===== config.mk =====
export PLATFORM = sky130hd
export DESIGN_NAME = trb_busy_responder_flat
export DESIGN_NICKNAME = d
export VERILOG_FILES = /design/src/rtl/trb_busy_pkg.sv /design/src/rtl/trb_busy_responder_if.sv /design/src/rtl/trg_edge_sync.sv /design/src/rtl/trb_busy_responder.sv /design/src/flat_wrapper.sv
export SDC_FILE = /design/constraint.sdc
export NUM_CORES = 1
export LEC_CHECK = 0
export CAP_MARGIN = 5
export CORE_MARGIN = 10
export CORE_UTILIZATION = 53
export CTS_BUF_LIST = sky130_fd_sc_hd__clkbuf_16
export DETAILED_ROUTE_END_ITERATION = 12
export PLACE_DENSITY = 0.95
export SLEW_MARGIN = 20
export SYNTH_ARGS = -nofsm -noshare
export SYNTH_HDL_FRONTEND = slang
export SYNTH_SLANG_ARGS = --single-unit

===== constraint.sdc =====
create_clock -name clk_in -period 4.4 [get_ports clk_in]
set_input_delay 0.66 -clock clk_in [delete_from_list [all_inputs] [get_ports clk_in]]
set_output_delay 0.66 -clock clk_in [all_outputs]
set_load 0.1 [all_outputs]

===== src/rtl/trb_busy_pkg.sv =====
// Shared types, defaults and helpers for the TRB busy responder.
package trb_busy_pkg;

  localparam int unsigned CNT_W_DEF     = 16;
  localparam int unsigned TAG_W_DEF     = 5;
  localparam int unsigned TMO_CNT_W_DEF = 8;
  localparam int unsigned ST_W          = 2;

  typedef logic [ST_W-1:0] state_t;

  localparam state_t ST_IDLE    = 2'd0;
  localparam state_t ST_LATCH   = 2'd1;
  localparam state_t ST_READOUT = 2'd2;
  localparam state_t ST_DEAD    = 2'd3;

  // Increment v, holding at the all-ones value of a w-bit counter (w <= 32).
  function automatic logic [31:0] sat_inc(input logic [31:0] v, input int unsigned w);
    logic [31:0] max_val;
    max_val = (32'd1 << w) - 32'd1;
    return (v >= max_val) ? v : v + 32'd1;
  endfunction

endpackage


===== src/rtl/trb_busy_responder_if.sv =====
// Trigger/readout/busy bundle between the coincidence logic side and the TRB responder.
interface trb_busy_responder_if #(
  parameter int unsigned CNT_W     = trb_busy_pkg::CNT_W_DEF,
  parameter int unsigned TAG_W     = trb_busy_pkg::TAG_W_DEF,
  parameter int unsigned TMO_CNT_W = trb_busy_pkg::TMO_CNT_W_DEF
);
  import trb_busy_pkg::*;

  logic                 coincid_trg_in;
  logic [TAG_W-1:0]     coincid_tag_in;
  logic                 readout_done_in;
  logic                 busy_en_in;
  logic [CNT_W-1:0]     dead_time_in;
  logic [CNT_W-1:0]     readout_tmo_in;
  logic                 busy_a_out_N;
  logic                 busy_b_out_N;
  logic                 trg_accept_out;
  logic [TAG_W-1:0]     tag_out;
  logic [CNT_W-1:0]     trg_cnt_out;
  logic [CNT_W-1:0]     trg_lost_cnt_out;
  logic [TMO_CNT_W-1:0] tmo_cnt_out;
  state_t               state_out;

  modport slave (
    input  coincid_trg_in, coincid_tag_in, readout_done_in, busy_en_in,
           dead_time_in, readout_tmo_in,
    output busy_a_out_N, busy_b_out_N, trg_accept_out, tag_out,
           trg_cnt_out, trg_lost_cnt_out, tmo_cnt_out, state_out
  );

  modport master (
    output coincid_trg_in, coincid_tag_in, readout_done_in, busy_en_in,
           dead_time_in, readout_tmo_in,
    input  busy_a_out_N, busy_b_out_N, trg_accept_out, tag_out,
           trg_cnt_out, trg_lost_cnt_out, tmo_cnt_out, state_out
  );

endinterface


===== src/rtl/trg_edge_sync.sv =====
// Rising-edge detect on the coincidence trigger with tag pass-through.
// TRB_TRG_SYNC_EN adds a 2-flop synchronizer on trigger and tag ahead of the edge detect.
module trg_edge_sync #(
  parameter int unsigned TAG_W = trb_busy_pkg::TAG_W_DEF
) (
  input  logic             clk,
  input  logic             rst_n,
  input  logic             trg,
  input  logic [TAG_W-1:0] tag,
  output logic             rise_c,
  output logic [TAG_W-1:0] tag_c
);

`ifdef TRB_TRG_SYNC_EN
  logic             trg_s1, trg_s2, trg_q;
  logic [TAG_W-1:0] tag_s1, tag_s2;

  always_ff @(posedge clk) begin
    if (!rst_n) begin
      trg_s1 <= 1'b0;
      trg_s2 <= 1'b0;
      trg_q  <= 1'b0;
      tag_s1 <= '0;
      tag_s2 <= '0;
    end else begin
      trg_s1 <= trg;
      trg_s2 <= trg_s1;
      trg_q  <= trg_s2;
      tag_s1 <= tag;
      tag_s2 <= tag_s1;
    end
  end

  assign rise_c = trg_s2 & ~trg_q;
  assign tag_c  = tag_s2;
`else
  logic trg_q;

  always_ff @(posedge clk) begin
    if (!rst_n) trg_q <= 1'b0;
    else        trg_q <= trg;
  end

  assign rise_c = trg & ~trg_q;
  assign tag_c  = tag;
`endif

endmodule


===== src/rtl/trb_busy_responder.sv =====
// TRB-side trigger responder: accepts coincidence triggers, holds busy through readout and dead time.
// TRB_TRG_SYNC_EN enables the input synchronizer inside trg_edge_sync.
module trb_busy_responder #(
  parameter int unsigned CNT_W     = trb_busy_pkg::CNT_W_DEF,
  parameter int unsigned TAG_W     = trb_busy_pkg::TAG_W_DEF,
  parameter int unsigned TMO_CNT_W = trb_busy_pkg::TMO_CNT_W_DEF
) (
  input logic                  clk_in,
  input logic                  rst_in_N,
  trb_busy_responder_if.slave  bus
);
  import trb_busy_pkg::*;

  state_t               state, state_nxt;
  logic                 trg_rise;
  logic [TAG_W-1:0]     tag_sync;
  logic [CNT_W-1:0]     timer, limit;
  logic                 tmo_hit;
  logic                 busy_n_nxt, accept_nxt;
  logic                 busy_n, accept;
  logic [TAG_W-1:0]     tag_q;
  logic [CNT_W-1:0]     trg_cnt, lost_cnt;
  logic [TMO_CNT_W-1:0] tmo_cnt;

  trg_edge_sync #(.TAG_W(TAG_W)) u_sync (
    .clk    (clk_in),
    .rst_n  (rst_in_N),
    .trg    (bus.coincid_trg_in),
    .tag    (bus.coincid_tag_in),
    .rise_c (trg_rise),
    .tag_c  (tag_sync)
  );

  always_ff @(posedge clk_in) begin
    if (!rst_in_N) state <= ST_IDLE;
    else           state <= state_nxt;
  end

  // Done wins over a coinciding timeout; a zero limit disables the timeout.
  always_comb begin
    state_nxt = state;
    tmo_hit   = 1'b0;
    case (state)
      ST_IDLE:    if (trg_rise) state_nxt = ST_LATCH;
      ST_LATCH:   state_nxt = ST_READOUT;
      ST_READOUT: begin
        if (bus.readout_done_in) begin
          state_nxt = (bus.dead_time_in == '0) ? ST_IDLE : ST_DEAD;
        end else if (limit != '0 && timer == limit) begin
          tmo_hit   = 1'b1;
          state_nxt = (bus.dead_time_in == '0) ? ST_IDLE : ST_DEAD;
        end
      end
      ST_DEAD:    if (timer == limit) state_nxt = ST_IDLE;
      default:    state_nxt = ST_IDLE;
    endcase
  end

  always_comb begin
    busy_n_nxt = 1'b1;
    accept_nxt = 1'b0;
    if (state_nxt != ST_IDLE && bus.busy_en_in) busy_n_nxt = 1'b0;
    if (state_nxt == ST_LATCH)                  accept_nxt = 1'b1;
  end

  always_ff @(posedge clk_in) begin
    if (!rst_in_N) begin
      busy_n <= 1'b1;
      accept <= 1'b0;
    end else begin
      busy_n <= busy_n_nxt;
      accept <= accept_nxt;
    end
  end

  // Shared state timer: 1 in the first cycle of a state; limit captured on state entry.
  always_ff @(posedge clk_in) begin
    if (!rst_in_N) begin
      timer <= '0;
      limit <= '0;
    end else if (state_nxt != state) begin
      timer <= CNT_W'(1);
      if (state_nxt == ST_READOUT)   limit <= bus.readout_tmo_in;
      else if (state_nxt == ST_DEAD) limit <= bus.dead_time_in;
    end else if (state == ST_READOUT || state == ST_DEAD) begin
      timer <= timer + CNT_W'(1);
    end
  end

  always_ff @(posedge clk_in) begin
    if (!rst_in_N) begin
      tag_q    <= '0;
      trg_cnt  <= '0;
      lost_cnt <= '0;
      tmo_cnt  <= '0;
    end else begin
      if (trg_rise) begin
        if (state == ST_IDLE) begin
          tag_q   <= tag_sync;
          trg_cnt <= CNT_W'(sat_inc(32'(trg_cnt), CNT_W));
        end else begin
          lost_cnt <= CNT_W'(sat_inc(32'(lost_cnt), CNT_W));
        end
      end
      if (tmo_hit) tmo_cnt <= TMO_CNT_W'(sat_inc(32'(tmo_cnt), TMO_CNT_W));
    end
  end

  assign bus.busy_a_out_N     = busy_n;
  assign bus.busy_b_out_N     = busy_n;
  assign bus.trg_accept_out   = accept;
  assign bus.tag_out          = tag_q;
  assign bus.trg_cnt_out      = trg_cnt;
  assign bus.trg_lost_cnt_out = lost_cnt;
  assign bus.tmo_cnt_out      = tmo_cnt;
  assign bus.state_out        = state;

endmodule


===== src/flat_wrapper.sv =====
// flat-port wrapper written by rule: the top's interface ports become plain ports
module trb_busy_responder_flat import trb_busy_pkg::*;
#(
  parameter int unsigned CNT_W     = trb_busy_pkg::CNT_W_DEF,
  parameter int unsigned TAG_W     = trb_busy_pkg::TAG_W_DEF,
  parameter int unsigned TMO_CNT_W = trb_busy_pkg::TMO_CNT_W_DEF
)
  (clk_in, rst_in_N, bus_coincid_trg_in, bus_coincid_tag_in, bus_readout_done_in, bus_busy_en_in, bus_dead_time_in, bus_readout_tmo_in, bus_busy_a_out_N, bus_busy_b_out_N, bus_trg_accept_out, bus_tag_out, bus_trg_cnt_out, bus_trg_lost_cnt_out, bus_tmo_cnt_out, bus_state_out);
  trb_busy_responder_if #(.CNT_W(CNT_W), .TAG_W(TAG_W), .TMO_CNT_W(TMO_CNT_W)) bus_i ();
  input logic clk_in;
  input logic rst_in_N;
  input wire logic [$bits(bus_i.coincid_trg_in)-1:0] bus_coincid_trg_in;
  input wire logic [$bits(bus_i.coincid_tag_in)-1:0] bus_coincid_tag_in;
  input wire logic [$bits(bus_i.readout_done_in)-1:0] bus_readout_done_in;
  input wire logic [$bits(bus_i.busy_en_in)-1:0] bus_busy_en_in;
  input wire logic [$bits(bus_i.dead_time_in)-1:0] bus_dead_time_in;
  input wire logic [$bits(bus_i.readout_tmo_in)-1:0] bus_readout_tmo_in;
  output wire logic [$bits(bus_i.busy_a_out_N)-1:0] bus_busy_a_out_N;
  output wire logic [$bits(bus_i.busy_b_out_N)-1:0] bus_busy_b_out_N;
  output wire logic [$bits(bus_i.trg_accept_out)-1:0] bus_trg_accept_out;
  output wire logic [$bits(bus_i.tag_out)-1:0] bus_tag_out;
  output wire logic [$bits(bus_i.trg_cnt_out)-1:0] bus_trg_cnt_out;
  output wire logic [$bits(bus_i.trg_lost_cnt_out)-1:0] bus_trg_lost_cnt_out;
  output wire logic [$bits(bus_i.tmo_cnt_out)-1:0] bus_tmo_cnt_out;
  output wire logic [$bits(bus_i.state_out)-1:0] bus_state_out;
  assign bus_i.coincid_trg_in = bus_coincid_trg_in;
  assign bus_i.coincid_tag_in = bus_coincid_tag_in;
  assign bus_i.readout_done_in = bus_readout_done_in;
  assign bus_i.busy_en_in = bus_busy_en_in;
  assign bus_i.dead_time_in = bus_dead_time_in;
  assign bus_i.readout_tmo_in = bus_readout_tmo_in;
  assign bus_busy_a_out_N = bus_i.busy_a_out_N;
  assign bus_busy_b_out_N = bus_i.busy_b_out_N;
  assign bus_trg_accept_out = bus_i.trg_accept_out;
  assign bus_tag_out = bus_i.tag_out;
  assign bus_trg_cnt_out = bus_i.trg_cnt_out;
  assign bus_trg_lost_cnt_out = bus_i.trg_lost_cnt_out;
  assign bus_tmo_cnt_out = bus_i.tmo_cnt_out;
  assign bus_state_out = bus_i.state_out;
  trb_busy_responder #(.CNT_W(CNT_W), .TAG_W(TAG_W), .TMO_CNT_W(TMO_CNT_W)) u_core (.clk_in(clk_in), .rst_in_N(rst_in_N), .bus(bus_i));
endmodule

# ---- Yosys cells after proc, flatten, opt, wreduce, memory -nomap -nowiden
# Index checks and enable logic that the tools add are counted.
dict set report word_totals {
  wordCells 63
  reg_bits 82
}
dict set report op_classes {
  n_eq_ne 8
  mux 15
  n_reduce_logical 15
  n_lt_le_gt_ge 3
  addsub 4
  bitwise_logic 7
}
# cell count
set ops {}
lappend ops {{adder 16 x 1 -> 16 bit, second input constant} 3}
lappend ops {{>= comparator 16 bit, second input constant} 2}
lappend ops {{2-to-1 mux 16 bit} 2}
lappend ops {{equality test 16 bit} 1}
lappend ops {{logical NOT 16 bit} 1}
lappend ops {{nonzero test 16 bit} 1}
lappend ops {{2-to-1 mux 2 bit} 5}
lappend ops {{adder 8 x 1 -> 8 bit, second input constant} 1}
lappend ops {{equality test 2 bit, second input constant} 4}
lappend ops {{>= comparator 8 bit, second input constant} 1}
lappend ops {{case mux 2 bit (4 select lines)} 1}
lappend ops {{2-to-1 mux 1 bit} 7}
lappend ops {{inverter 1 bit} 6}
lappend ops {{AND reduction 2 bit} 3}
lappend ops {{AND reduction 3 bit} 2}
lappend ops {{nonzero test 2 bit} 3}
lappend ops {{equality test 2 x 1 -> 1 bit, second input constant} 2}
lappend ops {{logical AND 1 bit} 2}
lappend ops {{logical NOT 2 bit} 1}
lappend ops {{inequality test 2 bit} 1}
lappend ops {{OR reduction 2 bit} 1}
lappend ops {{AND 1 bit} 1}
lappend ops {{logical OR 1 bit} 1}

# ---- Longest topological paths before layout
dict set report depth {
  word_depth 8
  ltp_mapped 10
  depth_no_buf 8
}

# ---- By module
# From an unflattened synthesis, not the netlist that was laid out.
dict set report hier_totals {
  hier_cells 530
  area_unflattened_um2 4539.4
}
# mod seq_area_each_um2 cells_per_inst area_each_um2 n_inst
set modules_own_cells {}
lappend modules_own_cells {trb_busy_responder 1621.6 522 4461.8 1}
lappend modules_own_cells {trg_edge_sync 20.0 8 77.6 1}

# ---- Worst setup path after synthesis
# No wires, ideal clock.
dict set report synth_path {
  kind {register to register}
  start {register u_core.state[0] (netlist: u_core.bus.state_out[0])}
  end {register u_core.limit[10]}
  arrival_ns 2.790
  path_slack_ns 1.482
  n_path_buf 4
  stages_incl_launch_ff 11
  cell_sequence {dfxtp_1 buf_2 or2_1 clkbuf_1 o31a_1 o21a_1 nor4b_1 buf_2 buf_4 mux2i_1 o21ai_1}
}
dict set report synth_between {
  elab_chain_cells 6
  elab_cells_between_ends 15
  classes_between {eq/ne (6); mux (6); reduce/logical (3)}
}
# item line_no
set synth_lines {}
lappend synth_lines {{start: declaration} trb_busy_responder.sv:14} ;# state_t state, state_nxt;
lappend synth_lines {{start signal: assignment} trb_busy_responder.sv:36} ;# else state <= state_nxt;
lappend synth_lines {{2-to-1 mux 2 bit} trb_busy_responder.sv:49} ;# end else if (limit != '0 && timer == limit) begin
lappend synth_lines {{2-to-1 mux 2 bit} trb_busy_responder.sv:47} ;# if (bus.readout_done_in) begin
lappend synth_lines {{case mux 2 bit (4 select lines)} trb_busy_responder.sv:43} ;# case (state)
lappend synth_lines {{equality test 2 bit (on tied branches)} {trb_busy_responder.sv:84, trb_busy_responder.sv:83}}
lappend synth_lines {{nonzero test 2 bit (no line)} -}
lappend synth_lines {{AND reduction 2 bit (no line)} -}
lappend synth_lines {{end signal: assignment} trb_busy_responder.sv:83} ;# if (state_nxt == ST_READOUT) limit <= bus.readout_tmo_in;
lappend synth_lines {{end signal: assignment} trb_busy_responder.sv:84} ;# else if (state_nxt == ST_DEAD) limit <= bus.dead_time_in;
lappend synth_lines {{end: declaration} trb_busy_responder.sv:17} ;# logic [CNT_W-1:0] timer, limit;
# Parallel ways exist; a longest one is shown, timed or not.
# A chain may end at the register's enable or synchronous reset.

# ---- Final worst setup path
dict set report layout_path {
  start {input port bus_dead_time_in[10]}
  end {register u_core.timer[3]}
}
dict set report layout_between {
  elab_chain_cells 7
}
# item line_no
set layout_lines {}
lappend layout_lines {{start: declaration} flat_wrapper.sv:16} ;# input wire logic [$bits(bus_i.dead_time_in)-1:0] bus_dead_time_in;
lappend layout_lines {{logical NOT 16 bit (*)} {trb_busy_responder.sv:48, trb_busy_responder.sv:51}}
lappend layout_lines {{2-to-1 mux 2 bit (*)} {trb_busy_responder.sv:48, trb_busy_responder.sv:51}}
lappend layout_lines {{2-to-1 mux 2 bit} trb_busy_responder.sv:49}
lappend layout_lines {{2-to-1 mux 2 bit (*)} trb_busy_responder.sv:47}
lappend layout_lines {{case mux 2 bit (4 select lines) (*)} trb_busy_responder.sv:43}
lappend layout_lines {{inequality test 2 bit (*)} trb_busy_responder.sv:81} ;# end else if (state_nxt != state) begin
lappend layout_lines {{OR reduction 2 bit (no line) (*)} -}
lappend layout_lines {{end signal: assignment} trb_busy_responder.sv:86} ;# timer <= timer + CNT_W'(1);
lappend layout_lines {{end: declaration} trb_busy_responder.sv:17}
# Mark *: on every way between the ends. The rest lies on a longest branch, timed or not.

==> results_dict.tcl <==
set metrics [dict create \
    run_status "finished clean" \
    max-cap-violations 0 \
    synth_cells 418 \
    avgSynthCellArea_um2 9.17 \
    synth_xor_area_share_pct 14.9 \
    path_max_fanout 15 \
    synth_nets 464 \
    r2r_setup_slack_ns 1.77 \
    drtIter0Drc 146 \
    end_kind "flop" \
    rows 30 \
    antenna_found_initial 0 \
    dr.pass1.iters 4 \
    worst_path_largest_cell_delay_ns 0.60 \
    synth-adder-area-share_pct 1.31 \
    nFillCells 479 \
    utilization_pct 74.6 \
    htreeDepth 3 \
    finalPower_uw 2120 \
    regArea_um2 1640 \
    fmax_mhz 339 \
    worstHoldStart "u_core.limit[13]" \
    syn_to_final_growth_pct 34.4 \
    cts_buffers 9 \
    r2r-start "u_core.bus.state_out[1]" \
    holdBufCountCts 0 \
    dp_hpwl_um 7480 \
    rsz0062_at_grt "no" \
    worstPathCellList "clkdlybuf4s50_1 > nor4_1 > nand4_1 > nand3b_1 > o21ai_1 > or3_4 > o41a_4 > nor2_1" \
    yosys.area_share.simple_pct 26.7 \
    grt_pass1_wl_um 17100 \
    ys_ff_latch 82 \
    whs_endpoint "u_core.limit[13]" \
    portBuffers 91 \
    die-area_um2 11000 \
    period_share_pct 67.1 \
    crit_path_start_kind "primary input" \
    worstMarginPinSlew_ns 1.02 \
    viasPerCell 5.45 \
    worstSetupPathType "in -> reg" \
    whs_path_depth 2 \
    synth_edf_count 0 \
    root_buffer "clkbuf_16" \
    finalSetupTns_ns 0 \
    track_usage_pct 18.5 \
    synth_top_family_by_area "simple AND/OR/NAND/NOR gates" \
    cp.arrival_ns 3.21 \
    synth_compound_area_share_pct 5.16 \
    async_flop_share_pct 0 \
    timing_hold_violations_final 0 \
    synth_mux_area_share_pct 6.53 \
    die_x_um 105 \
    grt_max_degree 46 \
    core_area_um2 6910 \
    drc 0 \
    avgRoutedWirePerCell_um 16.7 \
    reg2regPathDepth 7 \
    cts_tree "yes" \
    cts_setup_buffers 0 \
    critPathSlowestCell "o41a_4" \
    layout-drive-gt1-share_pct 6.84 \
    required_ns 4.66 \
    dp_cells 593 \
    multiInputGateArea_um2 2100 \
    final-max-slew-violation-count 0 \
    hp-class "reg -> reg" \
    r2r_end "u_core.bus.trg_lost_cnt_out[14]" \
    die_h_um 105 \
    final_cells 608 \
    synth_seq_area_share_pct 42.8 \
    ir_drop_mv 0.314 \
    path_clk_slew_ns 0.06 \
    start_util_pct 55.5 \
    wirelength_um 10200 \
    globalplace.congestion 0.830 \
    grt_pass1_vias 3435 \
    yosys_warnings 0 \
    ant_nets 0 \
    overflow 0 \
    ctsResizeCount 0 \
    synthDistinctLibCells 42 \
    io_pins 92 \
    p_leak_uw 0.00189 \
    n_antenna_cell 0 \
    finalNetCount 554 \
    cp_num_buf_inv 1 \
    worst_clock_skew_ns 0.00699 \
    min_period_ns 2.95 \
    routed-via-count 3312 \
    mappedNetlistArea_um2 3830 \
    power_density_nw_per_um2 411 \
    clock_sinks 82 \
    slew_headroom_pct 31.7 \
    clk_path_buf_depth 2 \
    critPathTopFamily "simple AND/OR/NAND/NOR gates" \
    ys.flop_type "dfxtp_1" \
    clk_latency_ns 0.34 \
    setup-violations-final 0 \
]
cells by family (layout without fill, tap and decap cells):
| group | count (synthesis) | in the layout |
|---|---|---|
| buf+inv | 20 | 114 |
| mux | 25 | 25 |
| flops | 82 | 82 |
| simple gates | 191 | 191 |
| fa+ha+maj | 4 | 4 |
| xor+xnor | 65 | 65 |
| compound gates | 31 | 31 |
layer usage:
| metal | track usage [%] | wire length, um |
|---|---|---|
| met3 | 4.48 | 511 |
| met2 | 31.8 | 5170 |
| met1 | 21.2 | 4310 |
| met5 | 0 | 0 |
| met4 | 8.14 | 168 |
cell type report:
type | instances | share of cell area [%]
well taps | 96 | 2.33
clock inverters | 6 | 2.24
inverters | 5 | 0.364
repair buffers | 94 | 18.1
clock buffers | 9 | 4.37
flip-flops and latches | 82 | 31.9
multi-input cells | 316 | 40.7
worst max path at each step:
stage | cells after the start | end | start | slack, ns
after floorplan | 10 | u_core.limit[10] | u_core.bus.state_out[0] | 1.48
after CTS | 8 | u_core.timer[3] | bus_dead_time_in[10] | 1.46
after global placement | 8 | u_core.timer[4] | bus_dead_time_in[1] | 1.22
after global routing | 8 | u_core.timer[3] | bus_dead_time_in[10] | 1.32
final | 8 | u_core.timer[3] | bus_dead_time_in[10] | 1.45
after detailed placement | 8 | u_core.timer[3] | bus_dead_time_in[10] | 1.14
sequential cells by signal (all words and copies together) (netlist names):
name and flops:
u_core.bus.trg_cnt_out 16, u_core.bus.trg_lost_cnt_out 16, u_core.limit 16, u_core.timer 16, u_core.bus.tmo_cnt_out 8, u_core.bus.tag_out 5
u_core.bus.state_out 2, u_core.bus.busy_a_out_N 1, u_core.bus.trg_accept_out 1, u_core.u_sync.trg_q 1
placed cells by master, fill, tap and decap left out, types with 9 or more instances in the layout:
master and instances:
o21ai_0 10, nand3_1 21, dfxtp_1 82, clkbuf_16 9, nor2_4 11, nor4_1 14, nand4_1 17, xor2_1 51
mux2i_1 25, o21ai_1 12, nand2_1 38, xnor2_1 14, nor2_1 53, clkdlybuf4s50_1 91
tightest hold or removal path: cells and delay by family, from the launching register on:
kind               cells  cell delay, ns
DFF                    1            0.33
and+or+nand+nor        1            0.06
AOI/OAI and AO/OA      1            0.05
per-stage QoR:
stage               hold slack [ns]  setup slack (ns)  instance area, um2
floorplan                     0.453              1.48                3830
global placement              0.466              1.22                4810
detailed placement            0.476              1.14                4810
CTS                           0.485              1.46                5150
global route                  0.496              1.32                5150
finish                        0.485              1.45                5150
power breakdown:
| group | total, uW | leakage [uW] | internal (uW) | switching, uW |
|---|---|---|---|---|
| combinational | 430 | 0.00107 | 162 | 268 |
| clock | 856 | 0.000162 | 554 | 302 |
| sequential | 830 | 0.000664 | 783 | 46.9 |
Yosys cell counts, drive strengths merged, types with 2 or more instances:
cell    count  area share, %
and2        5           0.82
and3        6           0.98
and4        4           0.91
buf         5            1.2
clkbuf     10           0.98
dfxtp      82             43
ha          4            1.3
inv         5           0.49
mux2i      25            6.5
nand2      38            3.7
nand3      21            2.7
nand4      17            2.8
nor2       64            8.4
nor2b       8            1.5
nor3        6           0.91
nor4       14            2.3
o21ai      22            2.9
o31a        2           0.46
o41a        2           0.85
or3         2           0.46
xnor2      14            3.2
xor2       51             12
Power figures use the tool's default switching activity.
